$ cat config.mk
export PLATFORM = sky130hd
export DESIGN_NAME = router_pkt_rx
export DESIGN_NICKNAME = d
export VERILOG_FILES = /design/src/rtl/router_pkt_rx.sv
export SDC_FILE = /design/constraint.sdc
export NUM_CORES = 1
export LEC_CHECK = 0
export CAP_MARGIN = 10
export CORE_MARGIN = 4
export CORE_UTILIZATION = 40
export CTS_BUF_LIST = sky130_fd_sc_hd__clkbuf_8 sky130_fd_sc_hd__clkbuf_16
export DETAILED_ROUTE_END_ITERATION = 8
export DONT_BUFFER_PORTS = 1
export HOLD_SLACK_MARGIN = 0.06
export SYNTH_ARGS = -nofsm -noshare
export SYNTH_HDL_FRONTEND = slang
export SYNTH_SLANG_ARGS = --single-unit
$ cat constraint.sdc
create_clock -name clock -period 2.7 [get_ports clock]
set_input_delay 0.27 -clock clock [delete_from_list [all_inputs] [get_ports clock]]
set_output_delay 0.27 -clock clock [all_outputs]
set_load 0.005 [all_outputs]
$ cat src/rtl/router_pkt_rx.sv
// Packet receiver for one router destination port; drains a single destination FIFO.
//
// Reads one packet at a time: a header byte (addr = [1:0], payload length = [7:2]),
// `len` payload bytes, then a trailing parity byte. The parity byte is the XOR of the
// header and all payload bytes. Payload is streamed out one byte per rx_valid pulse.
// The FIFO's data_out is valid in the cycle after an accepted read.
//
// Ports:
//   clock, resetn      rising-edge clock, asynchronous active-low reset
//   vld_out            FIFO not-empty
//   data_in            FIFO data_out
//   sink_stall         downstream back-pressure; blocks new reads only
//   read_enb           FIFO read strobe (combinational)
//   rx_data/valid/sop/eop  payload stream
//   rx_len, rx_addr    fields of the current/last header
//   pkt_done           packet complete pulse, with parity_err / addr_err
//   trunc_err          pulse when a packet is abandoned on starvation timeout
//   busy               receiver is inside a packet
module router_pkt_rx #(
  parameter logic [1:0]  MY_ADDR = 2'd0,
  parameter int unsigned TIMEOUT = 8
) (
  input  logic       clock,
  input  logic       resetn,
  input  logic       vld_out,
  input  logic [7:0] data_in,
  input  logic       sink_stall,
  output logic       read_enb,
  output logic [7:0] rx_data,
  output logic       rx_valid,
  output logic       rx_sop,
  output logic       rx_eop,
  output logic [5:0] rx_len,
  output logic [1:0] rx_addr,
  output logic       pkt_done,
  output logic       parity_err,
  output logic       addr_err,
  output logic       trunc_err,
  output logic       busy
);

  localparam logic [7:0] ToLast = 8'(TIMEOUT - 1);

  typedef enum logic [1:0] {StIdle, StHdr, StBody} state_e;

  state_e     state_q, state_d;
  logic [6:0] issue_cnt_q, issue_cnt_d;  // reads still to issue (payload + parity)
  logic [6:0] recv_cnt_q, recv_cnt_d;    // bytes still to receive
  logic [7:0] par_q, par_d;
  logic [7:0] to_cnt_q, to_cnt_d;
  logic       pend_q, pend_d;            // a body read was accepted last cycle
  logic [7:0] rx_data_q, rx_data_d;
  logic       rx_valid_q, rx_valid_d;
  logic       rx_sop_q, rx_sop_d;
  logic       rx_eop_q, rx_eop_d;
  logic [5:0] rx_len_q, rx_len_d;
  logic [1:0] rx_addr_q, rx_addr_d;
  logic       pkt_done_q, pkt_done_d;
  logic       parity_err_q, parity_err_d;
  logic       addr_err_q, addr_err_d;
  logic       trunc_err_q, trunc_err_d;
  logic       rd_req;
  logic       abort;

  always_comb begin
    state_d      = state_q;
    issue_cnt_d  = issue_cnt_q;
    recv_cnt_d   = recv_cnt_q;
    par_d        = par_q;
    to_cnt_d     = to_cnt_q;
    pend_d       = 1'b0;
    rx_data_d    = rx_data_q;
    rx_valid_d   = 1'b0;
    rx_sop_d     = 1'b0;
    rx_eop_d     = 1'b0;
    rx_len_d     = rx_len_q;
    rx_addr_d    = rx_addr_q;
    pkt_done_d   = 1'b0;
    parity_err_d = 1'b0;
    addr_err_d   = 1'b0;
    trunc_err_d  = 1'b0;
    rd_req       = 1'b0;
    abort        = 1'b0;

    unique case (state_q)
      StIdle: begin
        rd_req = vld_out & ~sink_stall;
        if (rd_req) state_d = StHdr;
      end

      StHdr: begin
        rx_len_d    = data_in[7:2];
        rx_addr_d   = data_in[1:0];
        par_d       = data_in;
        issue_cnt_d = {1'b0, data_in[7:2]} + 7'd1;
        recv_cnt_d  = {1'b0, data_in[7:2]} + 7'd1;
        to_cnt_d    = '0;
        state_d     = StBody;
      end

      StBody: begin
        rd_req = vld_out & ~sink_stall & (issue_cnt_q != 7'd0);
        if (rd_req) issue_cnt_d = issue_cnt_q - 7'd1;
        pend_d = rd_req;

        // Starvation: reads outstanding, sink ready, FIFO empty.
        if (rd_req || sink_stall) begin
          to_cnt_d = '0;
        end else if (issue_cnt_q != 7'd0) begin
          if (to_cnt_q == ToLast) abort = 1'b1;
          else                    to_cnt_d = to_cnt_q + 8'd1;
        end

        if (pend_q) begin
          recv_cnt_d = recv_cnt_q - 7'd1;
          if (recv_cnt_q > 7'd1) begin
            rx_data_d  = data_in;
            rx_valid_d = 1'b1;
            rx_sop_d   = (recv_cnt_q == ({1'b0, rx_len_q} + 7'd1));
            rx_eop_d   = (recv_cnt_q == 7'd2);
            par_d      = par_q ^ data_in;
          end else begin
            pkt_done_d   = 1'b1;
            parity_err_d = (par_q != data_in);
            addr_err_d   = (rx_addr_q != MY_ADDR);
            state_d      = StIdle;
          end
        end

        // No read is in flight when the timeout fires (TIMEOUT >= 2).
        if (abort) begin
          trunc_err_d = 1'b1;
          issue_cnt_d = '0;
          recv_cnt_d  = '0;
          to_cnt_d    = '0;
          pend_d      = 1'b0;
          state_d     = StIdle;
        end
      end

      default: state_d = StIdle;
    endcase
  end

  always_ff @(posedge clock or negedge resetn) begin
    if (!resetn) begin
      state_q      <= StIdle;
      issue_cnt_q  <= '0;
      recv_cnt_q   <= '0;
      par_q        <= '0;
      to_cnt_q     <= '0;
      pend_q       <= 1'b0;
      rx_data_q    <= '0;
      rx_valid_q   <= 1'b0;
      rx_sop_q     <= 1'b0;
      rx_eop_q     <= 1'b0;
      rx_len_q     <= '0;
      rx_addr_q    <= '0;
      pkt_done_q   <= 1'b0;
      parity_err_q <= 1'b0;
      addr_err_q   <= 1'b0;
      trunc_err_q  <= 1'b0;
    end else begin
      state_q      <= state_d;
      issue_cnt_q  <= issue_cnt_d;
      recv_cnt_q   <= recv_cnt_d;
      par_q        <= par_d;
      to_cnt_q     <= to_cnt_d;
      pend_q       <= pend_d;
      rx_data_q    <= rx_data_d;
      rx_valid_q   <= rx_valid_d;
      rx_sop_q     <= rx_sop_d;
      rx_eop_q     <= rx_eop_d;
      rx_len_q     <= rx_len_d;
      rx_addr_q    <= rx_addr_d;
      pkt_done_q   <= pkt_done_d;
      parity_err_q <= parity_err_d;
      addr_err_q   <= addr_err_d;
      trunc_err_q  <= trunc_err_d;
    end
  end

  // Gated by resetn so the strobe drops immediately while reset is held.
  assign read_enb   = rd_req & resetn;
  assign busy       = (state_q != StIdle);
  assign rx_data    = rx_data_q;
  assign rx_valid   = rx_valid_q;
  assign rx_sop     = rx_sop_q;
  assign rx_eop     = rx_eop_q;
  assign rx_len     = rx_len_q;
  assign rx_addr    = rx_addr_q;
  assign pkt_done   = pkt_done_q;
  assign parity_err = parity_err_q;
  assign addr_err   = addr_err_q;
  assign trunc_err  = trunc_err_q;

endmodule

### Yosys cells after proc, flatten, opt, wreduce, memory -nomap -nowiden

Cells that the tools add are included.

* register bits after elaboration: 56
* input port bits: 12
* output and inout bits: 25
* logic and storage cells: 99

* $add $sub $neg: 5
* $lt $le $gt $ge: 1
* equality and inequality tests: 14
* multiplexer cells: 46
* bitwise operators: 5
* reductions and logical operators: 12

Operator list (number)
* 2-to-1 mux 8 bit: 6
* case mux 8 bit (2 select lines): 2
* 2-to-1 mux 7 bit: 4
* case mux 7 bit (2 select lines): 2
* 2-to-1 mux 1 bit: 26
* adder 6 x 1 -> 7 bit, second input constant: 2
* subtractor 7 x 1 -> 7 bit, second input constant: 2
* AND reduction 3 bit: 4
* != test 3 bit, second input constant: 3
* adder 8 x 1 -> 8 bit, second input constant: 1
* equality test 8 x 3 -> 1 bit, second input constant: 1
* 2-to-1 mux 2 bit: 4
* != test 4 bit, second input constant: 2
* != test 8 bit: 1
* bitwise XOR 8 bit: 1
* equality test 7 x 2 -> 1 bit, second input constant: 1
* equality test 7 bit: 1
* > comparator 7 x 1 -> 1 bit, second input constant: 1
* nonzero test 7 bit: 1
* != test 2 bit, second input constant: 3
* case mux 2 bit (3 select lines): 1
* nonzero test 2 bit: 3
* AND reduction 2 bit: 2
* bitwise AND 1 bit: 3
* other kinds (6): 6

### Longest topological paths before layout

Gate-level depths: netlist of run 1.

* word-level depth: 8
* depth in mapped cells: 8

### Worst setup path before layout of run 1

No wires, ideal clock.

* path type: register -> register
* start: reg issue_cnt_q[0]
* end: reg to_cnt_q[7]
* library setup time: 0.082 ns
* arrival: 2.136 ns
* data required time: 2.618 ns
* setup slack: 0.482 ns
* cell stages (with the launch flop): 8
* path buffers: 0
* clock period less this slack: 2.218 ns
* path through: dfrtp_1 inv_1 ha_1 nor4b_2 a211o_2 nor4b_1 a41oi_1 a31oi_1

* cells in the longest elaborated chain, start to end: 7
* elaborated cells between the ends (all ways): 12
* those cells by class: eq/ne (2); mux (6); bitwise (1); reduce/logical (3)

RTL lines
* from (decl): RTL line 47 `logic [6:0] issue_cnt_q, issue_cnt_d;`
* from (signal assigned): RTL line 165 `issue_cnt_q <= issue_cnt_d;`
* nonzero test 7 bit (*): RTL line 102, 109
* bitwise AND 1 bit: RTL line 102 `rd_req = vld_out & ~sink_stall & (issue_cnt_q != 7'd0);`
* logical OR 1 bit: RTL line 107 `if (rd_req || sink_stall) begin`
* 2-to-1 mux 1 bit: RTL line 107
* 2-to-1 mux 1 bit: RTL line 85 `unique case (state_q)`
* != test 4 bit (no source line) or 2-to-1 mux 8 bit (tied branches)
* AND reduction 3 bit (no source line) or case mux 8 bit (2 select lines) (tied branches)
* to (signal assigned): RTL line 168 `to_cnt_q <= to_cnt_d;`
* to (decl): RTL line 50 `logic [7:0] to_cnt_q, to_cnt_d;`

Every way passes the cells marked *; elsewhere a longest branch is shown, timed or not. The select of a mux whose other input is x is not followed.
A chain may end at the register's enable or synchronous reset.

### Final worst setup path of run 1

* start: reg to_cnt_q[3]
* end: reg state_q[1]

* cells in the longest elaborated chain, start to end: 7
* elaborated cells between the ends (all ways): 10
* those cells by class: eq/ne (3); mux (6); reduce/logical (1)

RTL lines
* equality test 8 x 3 -> 1 bit (*): RTL line 110 `if (to_cnt_q == ToLast) abort = 1'b1;`
* 2-to-1 mux 1 bit (*): RTL line 110
* 2-to-1 mux 1 bit (*): RTL line 109 `end else if (issue_cnt_q != 7'd0) begin`
* 2-to-1 mux 1 bit (*): RTL line 107
* 2-to-1 mux 1 bit (*): RTL line 85
* != test 3 bit (no source line) or 2-to-1 mux 2 bit (tied branches)
* AND reduction 3 bit (no source line) or case mux 2 bit (3 select lines) (tied branches)
* to (signal assigned): RTL line 147 `state_q <= StIdle;`
* to (signal assigned): RTL line 164 `state_q <= state_d;`
* to (decl): RTL line 46 `state_e state_q, state_d;`

Marked as above.

==> metrics.md, run 1 <==
| Metric | Value |
|---|---|
| Worst-skew pair later-pin latency | `0.32 ns` |
| Filler cell count | `between 700 and 800` |
| Final Setup Violations | `0` |
| # clock sinks | `between 50 and 60` |
| Crit path from | `to_cnt_q[3]$_DFFE_PN0P_` |
| Pleak | `1.60 nW` |
| Number of flops mapped to enable cells by yosys | `0` |
| Worst-path fanout max | `9` |
| Post-Layout Cell Count | `444` |
| Place WS | `0.140 ns` |
| GP Congestion | `0.820` |
| # H-tree levels | `2` |
| P per Cell Area | `1050 nW/um2` |
| First-pass GRT wire length | `13.4 mm` |
| Slew HR | `56.3%` |
| TritonCTS clock tree | `yes` |
| GR Util All Layers | `around 17%` |
| Final hold vios | `0` |
| Post-synth cell types | `56` |
| Power consumption | `3.75 mW` |
| Die H | `slightly below 100 um` |
| Hold WS | `0.0859 ns` |
| CP Launch Type | `flop` |
| Post-route cell area | `3580 um2` |
| Simple-gate share of the synthesized area | `roughly 17%` |
| Synthesized flop and latch total | `56` |
| First-iteration detailed-routing DRC count | `90` |
| Adder-Cell Fraction of Synth Area | `under 10%` |
| Period Utilization, post-route | `86.4%` |
| Status | `completed` |
| Period minus WS final | `2.33 ns` |
| Final core occ | `a little under half` |
| Min-Delay Path Class | `in2reg` |
| Post-synthesis compound-gate area fraction | `21.5%` |
| Placed insts | `433` |
| Row count | `32` |
| Total Nets Final | `364` |
| R2r startpoint | `to_cnt_q[3]$_DFFE_PN0P_` |
| Fin Clk Skew | `0.0178 ns` |
| Remaining global-route overflow | `0` |
| CTS buffer count | `5` |
| Initial antenna violation count | `0` |
| I/O Pins | `37` |
| TritonRoute pass-1 iters | `4` |
| Critical Path RT | `~3 ns` |
| Post-DP Area | `3410 um2` |
| Biggest area consumer among synthesized cells | `dfrtp_1` |
| Clock buffer depth | `2` |
| Vias/cell | `5.86` |
| N_diodes | `0` |
| Synth cell count leaders | `56 x dfrtp_1, 37 x nand2_1, 18 x a21oi_1, 17 x mux2_2` |
| Mux cell area share after synthesis | `between 6 and 7%` |
| Final setup margin | `0.368 ns` |
| Worst Path Class, Setup | `reg2reg` |
| Crit end category | `flop` |
| Vias | `2602` |
| Synth top area share | `42.5%` |
| Initial core utilization | `between 40% and 50%` |
| Sequential area share after synthesis | `between 40% and 50%` |
| Routed wire length | `7.97 mm` |
| Vias in the first global route | `around 2600` |
| Root Driver | `clkbuf_8` |
| Avg WL per Cell | `~18 um` |
| Peak supply drop | `253 uV` |
| Largest net degree at the start of global routing | `57` |
| Dpl hpwl | `roughly 5.6 mm` |
| Maxcap violations | `0` |
| Syn Area/Cell | `9.69 um2` |
| Die X | `98.8 um` |
| Layout cell share with drive strength beyond 1 | `13.7%` |
| Ys flop type | `dfrtp_1` |
| Post-route antenna net violation count | `0` |
| Post-synthesis cell count | `340` |
| Yosys warning count | `0` |
| Syn-to-layout area delta | `8.74%` |
| Unrepaired setup endpoints after global routing | `no` |
| Setup Buffers After CTS | `0` |
| Maximum clock frequency | `0.429 GHz` |
| Arrival @ worst endpoint | `2.55 ns` |
| CORE AREA | `7850 um2` |
| Largest family of logic cells by synthesized area | `compound AO/OA/AOI/OAI gates` |
| Synth area leaders | `dfrtp_1 43%, mux2_2 5.8%, nand2_1 4.2%, ha_1 4.2%, xor2_1 3.2%` |
| Max-slew violations | `0` |
| Synth Area in XOR/XNOR | `5.05%` |
| Drt drc | `0` |
| I/O Buffers | `0` |
| Syn nets | `363` |
| Hold_sp | `data_in[5]` |
| Async SR Flop Fraction | `100%` |
| DIE AREA | `9750 um2` |
| Setup_tns | `0 ns` |
| CTS clk-pin slew, worst paths | `roughly 0.12 ns` |
| Most frequent cell after synthesis | `dfrtp_1` |
| Least-Margin Pin Slew | `0.654 ns` |
| Cell Area, Synth | `3290 um2` |
[area by class of cell]
type	count	area (um2)	share of cell area (%)
multi-input cells	253	1780	49.6
flip-flops and latches	56	1400	39.1
well taps	102	128	3.56
repair buffers	10	100	2.79
clock buffers	6	82.6	2.31
inverters	15	56.3	1.57
clock inverters	2	38.8	1.08
[power by group]
group	total (mW)	internal (mW)	leakage, nW	switching [mW]
clock network	0.597	0.304	0.0614	0.293
logic	1.67	0.781	0.822	0.890
registers	1.48	1.12	0.718	0.356
total	3.75	2.21	1.60	1.54
[critical path, cell delays in order, from the launching register on]
cell     delay [ns]
dfrtp_1        0.42
or4_1          0.54
or3_1          0.49
o21ai_4        0.33
o22ai_2        0.14
mux2_4         0.31
[cells by family after synthesis]
| kind of cell | after synthesis |
|---|---|
| buffers and inverters | 31 |
| flip-flops | 56 |
| XOR/XNOR | 19 |
| multiplexers | 18 |
| AO/OA/AOI/OAI | 99 |
| adder cells (fa/ha/maj) | 11 |
| AND/OR/NAND/NOR | 106 |
[cells in the final DEF (no fill, tap or decap), types with 8 or more instances in the layout]
| cell type | count |
|---|---|
| nand2_1 | 37 |
| inv_1 | 15 |
| mux2_2 | 17 |
| o22ai_1 | 10 |
| nand3_1 | 9 |
| o22a_1 | 8 |
| nor2_1 | 15 |
| xor2_1 | 12 |
| dfrtp_1 | 56 |
| a21oi_1 | 18 |
| ha_1 | 11 |
| a22oi_1 | 8 |
| a31oi_1 | 8 |
| o21ai_0 | 14 |
[routing by layer]
layer	wire length, um	vias to the layer above	part of all wire (%)	track usage [%]
met5	0	-	0	0
met4	104	0	1.3	3.89
met3	421	10	5.3	3.18
met2	3700	67	46	27.5
met1	3750	1281	47	23.2
li1	-	1244	-	-
[registers in the layout, indices dropped and copies added, names as in the netlist]
name and flops:
rx_eop 1, par_q 8, rx_addr 2, state_q 2
to_cnt_q 8, rx_len 6, rx_valid 1, rx_sop 1
pend_q 1, rx_data 8, parity_err 1, recv_cnt_q 7
addr_err 1, pkt_done 1, issue_cnt_q 7, trunc_err 1
[path summary, 6_finish.rpt]
path	depth (start not counted)	slack [ns]	end
hold reg to reg	1	0.52	to_cnt_q[3]$_DFFE_PN0P_
min in group asynchronous	2	0.46	pkt_done$_DFF_PN0_
hold / removal	2	0.09	par_q[5]$_DFFE_PN0P_
setup reg to reg	5	0.37	state_q[1]$_DFFE_PN0P_
setup / recovery	5	0.37	state_q[1]$_DFFE_PN0P_
max in group asynchronous	2	1.99	issue_cnt_q[3]$_DFFE_PN0P_
[timing repair]
action	4_1_cts	5_1_grt
resized for setup	0	1
hold endpoints to repair	57	0
setup endpoints to repair	0	1
hold buffers	3	0
Note: power is estimated with default switching activity, not from simulation.
==> inputs of run 2 (changes only) <==
ABC_AREA = 0   (was unset)
clock period = 2.1 ns   (was 2.7 ns; I/O delays follow)
==> run 2 against run 1 <==
Effect of this change: cell area increased by 8.5%; global-route usage grew 0.65 points; fmax up 12%; hold slack improved by 0.011 ns; critical path type unchanged; clock skew down 0.00064 ns; register-to-register slack got worse by 0.35 ns; count of clock-buffer cells in the layout is 1 lower.
==> metrics.md, run 2 (synthesized netlist as in run 1, its figures left out) <==
| Metric | Value |
|---|---|
| Status | `completed` |
| Max-slew violations | `0 (unchanged)` |
| First-iteration detailed-routing DRC count | `137 (+52%)` |
| Period Utilization, post-route | `99.1% (+13 points)` |
| Post-Layout Cell Count | `473 (+6.5%)` |
| Filler cell count | `746 (-1.5%)` |
| Most frequent cells in the layout | `56 x dfrtp_1, 37 x nand2_1, 26 x buf_4` |
| R2R depth | `5 (unchanged)` |
| Place WS | `-0.0909 ns (-0.231 ns)` |
| Fin Clk Skew | `0.0171 ns (-0.000644 ns)` |
| Vias in the first global route | `2676 (+3.8%)` |
| Crit end category | `flop` |
| M2 GR Usage | `29.6% (+2.1 points)` |
| P per Cell Area | `1280 nW/um2 (+23%)` |
| Root Driver | `clkbuf_8` |
| Final hold vios | `0 (unchanged)` |
| Min-Delay Path Class | `in2reg` |
| GR Util All Layers | `17.5% (+0.65 points)` |
| Crit-path slowest cell | `or4_4` |
| Hold_sp | `data_in[2]` |
| N_diodes | `0 (unchanged)` |
| First-pass GRT wire length | `13.9 mm (+3.2%)` |
| Crit path largest cell delay | `0.53 ns (about the same)` |
| Maximum clock frequency | `0.481 GHz (+12%)` |
| R2R Path End | `issue_cnt_q[3]$_DFFE_PN0P_` |
| I/O Buffers | `0 (unchanged)` |
| Hold-critical path depth | `2 (unchanged)` |
| Final setup margin | `0.0191 ns (-0.349 ns)` |
| Dpl hpwl | `5.81 mm (+3.1%)` |
| Syn-to-layout area delta | `18.0%` |
| Final Setup Violations | `0 (unchanged)` |
| Maxcap violations | `0 (unchanged)` |
| Hold Crit Endpoint | `recv_cnt_q[0]$_DFFE_PN0P_` |
| Remaining global-route overflow | `0 (unchanged)` |
| Worst Path Class, Setup | `reg2reg` |
| Critical path, cell by cell | `or4_4 > or3_4 > o21ai_4 > a31oi_1 > o32a_1` |
| Clock buffer depth | `2 (unchanged)` |
| Post-DP Area | `3550 um2 (+4.3%)` |
| Largest net degree at the start of global routing | `57 (unchanged)` |
| Avg WL per Cell | `17.9 um (-0.42%)` |
| R2r startpoint | `to_cnt_q[3]$_DFFE_PN0P_` |
| GR Util met1 | `23.6% (+0.43 points)` |
| I/O Pins | `37 (unchanged)` |
| Worst-skew pair later-pin latency | `0.31 ns (about the same)` |
| Post-route antenna net violation count | `0 (unchanged)` |
| Drt drc | `0 (unchanged)` |
| GP Congestion | `0.845 (+3.0%)` |
| CTS clk-pin slew, worst paths | `0.11 ns (about the same)` |
| Final core occ | `49.5% (+3.9 points)` |
| Die X | `98.8 um (unchanged)` |
| Period minus WS final | `2.08 ns (-0.251 ns)` |
| Total Nets Final | `393 (+8.0%)` |
| Placed insts | `450 (+3.9%)` |
| GR met3 Demand/Resource | `3.68% (+0.50 points)` |
| Layout cell share with drive strength beyond 1 | `20.8% (+7.0 points)` |
| Worst-path fanout max | `6 (-3)` |
| Initial core utilization | `42.0% (unchanged)` |
| Row count | `32 (unchanged)` |
| DIE AREA | `9750 um2 (unchanged)` |
| Arrival @ worst endpoint | `2.27 ns (-0.28 ns)` |
| Most common cell after layout, fill and taps aside | `dfrtp_1` |
| CTS buffer count | `5 (unchanged)` |
| Unrepaired setup endpoints after global routing | `yes` |
| Peak supply drop | `395 uV (+56%)` |
| R2R Setup Slk | `0.02 ns (-0.35 ns)` |
| Die H | `98.8 um (unchanged)` |
| TritonCTS clock tree | `yes` |
| Least-Margin Pin Slew | `0.502 ns (-0.152 ns)` |
| CP Launch Type | `flop` |
| Post-route cell area | `3890 um2 (+8.5%)` |
| Vias/cell | `5.77 (-1.6%)` |
| Initial antenna violation count | `0 (unchanged)` |
| TritonRoute pass-1 iters | `4 (unchanged)` |
| Slew HR | `66.3% (+10 points)` |
| Gr busiest metal | `met2` |
| # H-tree levels | `2 (unchanged)` |
| Pleak | `1.76 nW (+9.8%)` |
| Critical Path RT | `2.29 ns (-0.63 ns)` |
| # clock sinks | `56 (unchanged)` |
| CORE AREA | `7850 um2 (unchanged)` |
| Vias | `2728 (+4.8%)` |
| Routed wire length | `8.45 mm (+6.1%)` |
## run 2: area by class of cell
type                    instances  area [um2]  share of cell area (%)
well taps                     102         128                    3.28
clock inverters                 3        17.5                   0.451
flip-flops and latches         56        1400                    36.0
clock buffers                   5        68.8                    1.77
repair buffers                 39         364                    9.37
inverters                      15        60.1                    1.54
multi-input cells             253        1850                    47.5
## run 2: routing by layer
layer	share of wire (%)	vias to the layer above
met5	0	-
met4	0.75	0
met3	6.0	7
met2	50	64
met1	44	1358
li1	-	1299
## run 2: repair_timing
action                                 in CTS  in global routing
pin swaps                                   0                  4
setup buffers                               0                  5
setup endpoints to repair                  14                 14
hold buffers                               10                  0
endpoints found under the hold margin      81                  0
gates resized for setup                     2                 12
## run 2: worst max-delay path by stage
stage / depth (start not counted) / slack (ns) / from / end
finish: 5 / 0.02 / to_cnt_q[3]$_DFFE_PN0P_ / issue_cnt_q[3]$_DFFE_PN0P_
global route: 5 / -0.06 / to_cnt_q[3]$_DFFE_PN0P_ / issue_cnt_q[3]$_DFFE_PN0P_
CTS: 7 / 0.02 / state_q[0]$_DFFE_PN0P_ / issue_cnt_q[0]$_DFFE_PN0P_
detailed placement: 7 / -0.09 / issue_cnt_q[0]$_DFFE_PN0P_ / to_cnt_q[7]$_DFFE_PN0P_
global placement: 5 / -0.02 / to_cnt_q[3]$_DFFE_PN0P_ / state_q[1]$_DFFE_PN0P_
floorplan: 6 / -0.005 / to_cnt_q[3]$_DFFE_PN0P_ / state_q[1]$_DFFE_PN0P_
## run 2: report_power, final
part	leakage (nW)	switching, mW	internal (mW)
combinational	0.990	1.29	1.22
sequential	0.718	0.421	1.45
clock	0.0497	0.369	0.235
## run 2: worst max-delay path: cells and delay by family, from the launching register on
kind / cells / cell delay, ns
compound gates: 3 / 0.62
simple gates: 2 / 0.94
flops: 1 / 0.40
## run 2: stage by stage
| stage | total power [mW] | hold WS (ns) | TNS (ns) |
|---|---|---|---|
| floorplan | 3.52 | -0.0856 | -0.00505 |
| global placement | 4.16 | -0.0840 | -0.0687 |
| detailed placement | 4.21 | -0.0841 | -0.326 |
| CTS | 4.88 | 0.0858 | 0 |
| global route | 5.37 | 0.116 | -0.278 |
| finish | 4.99 | 0.0971 | 0 |
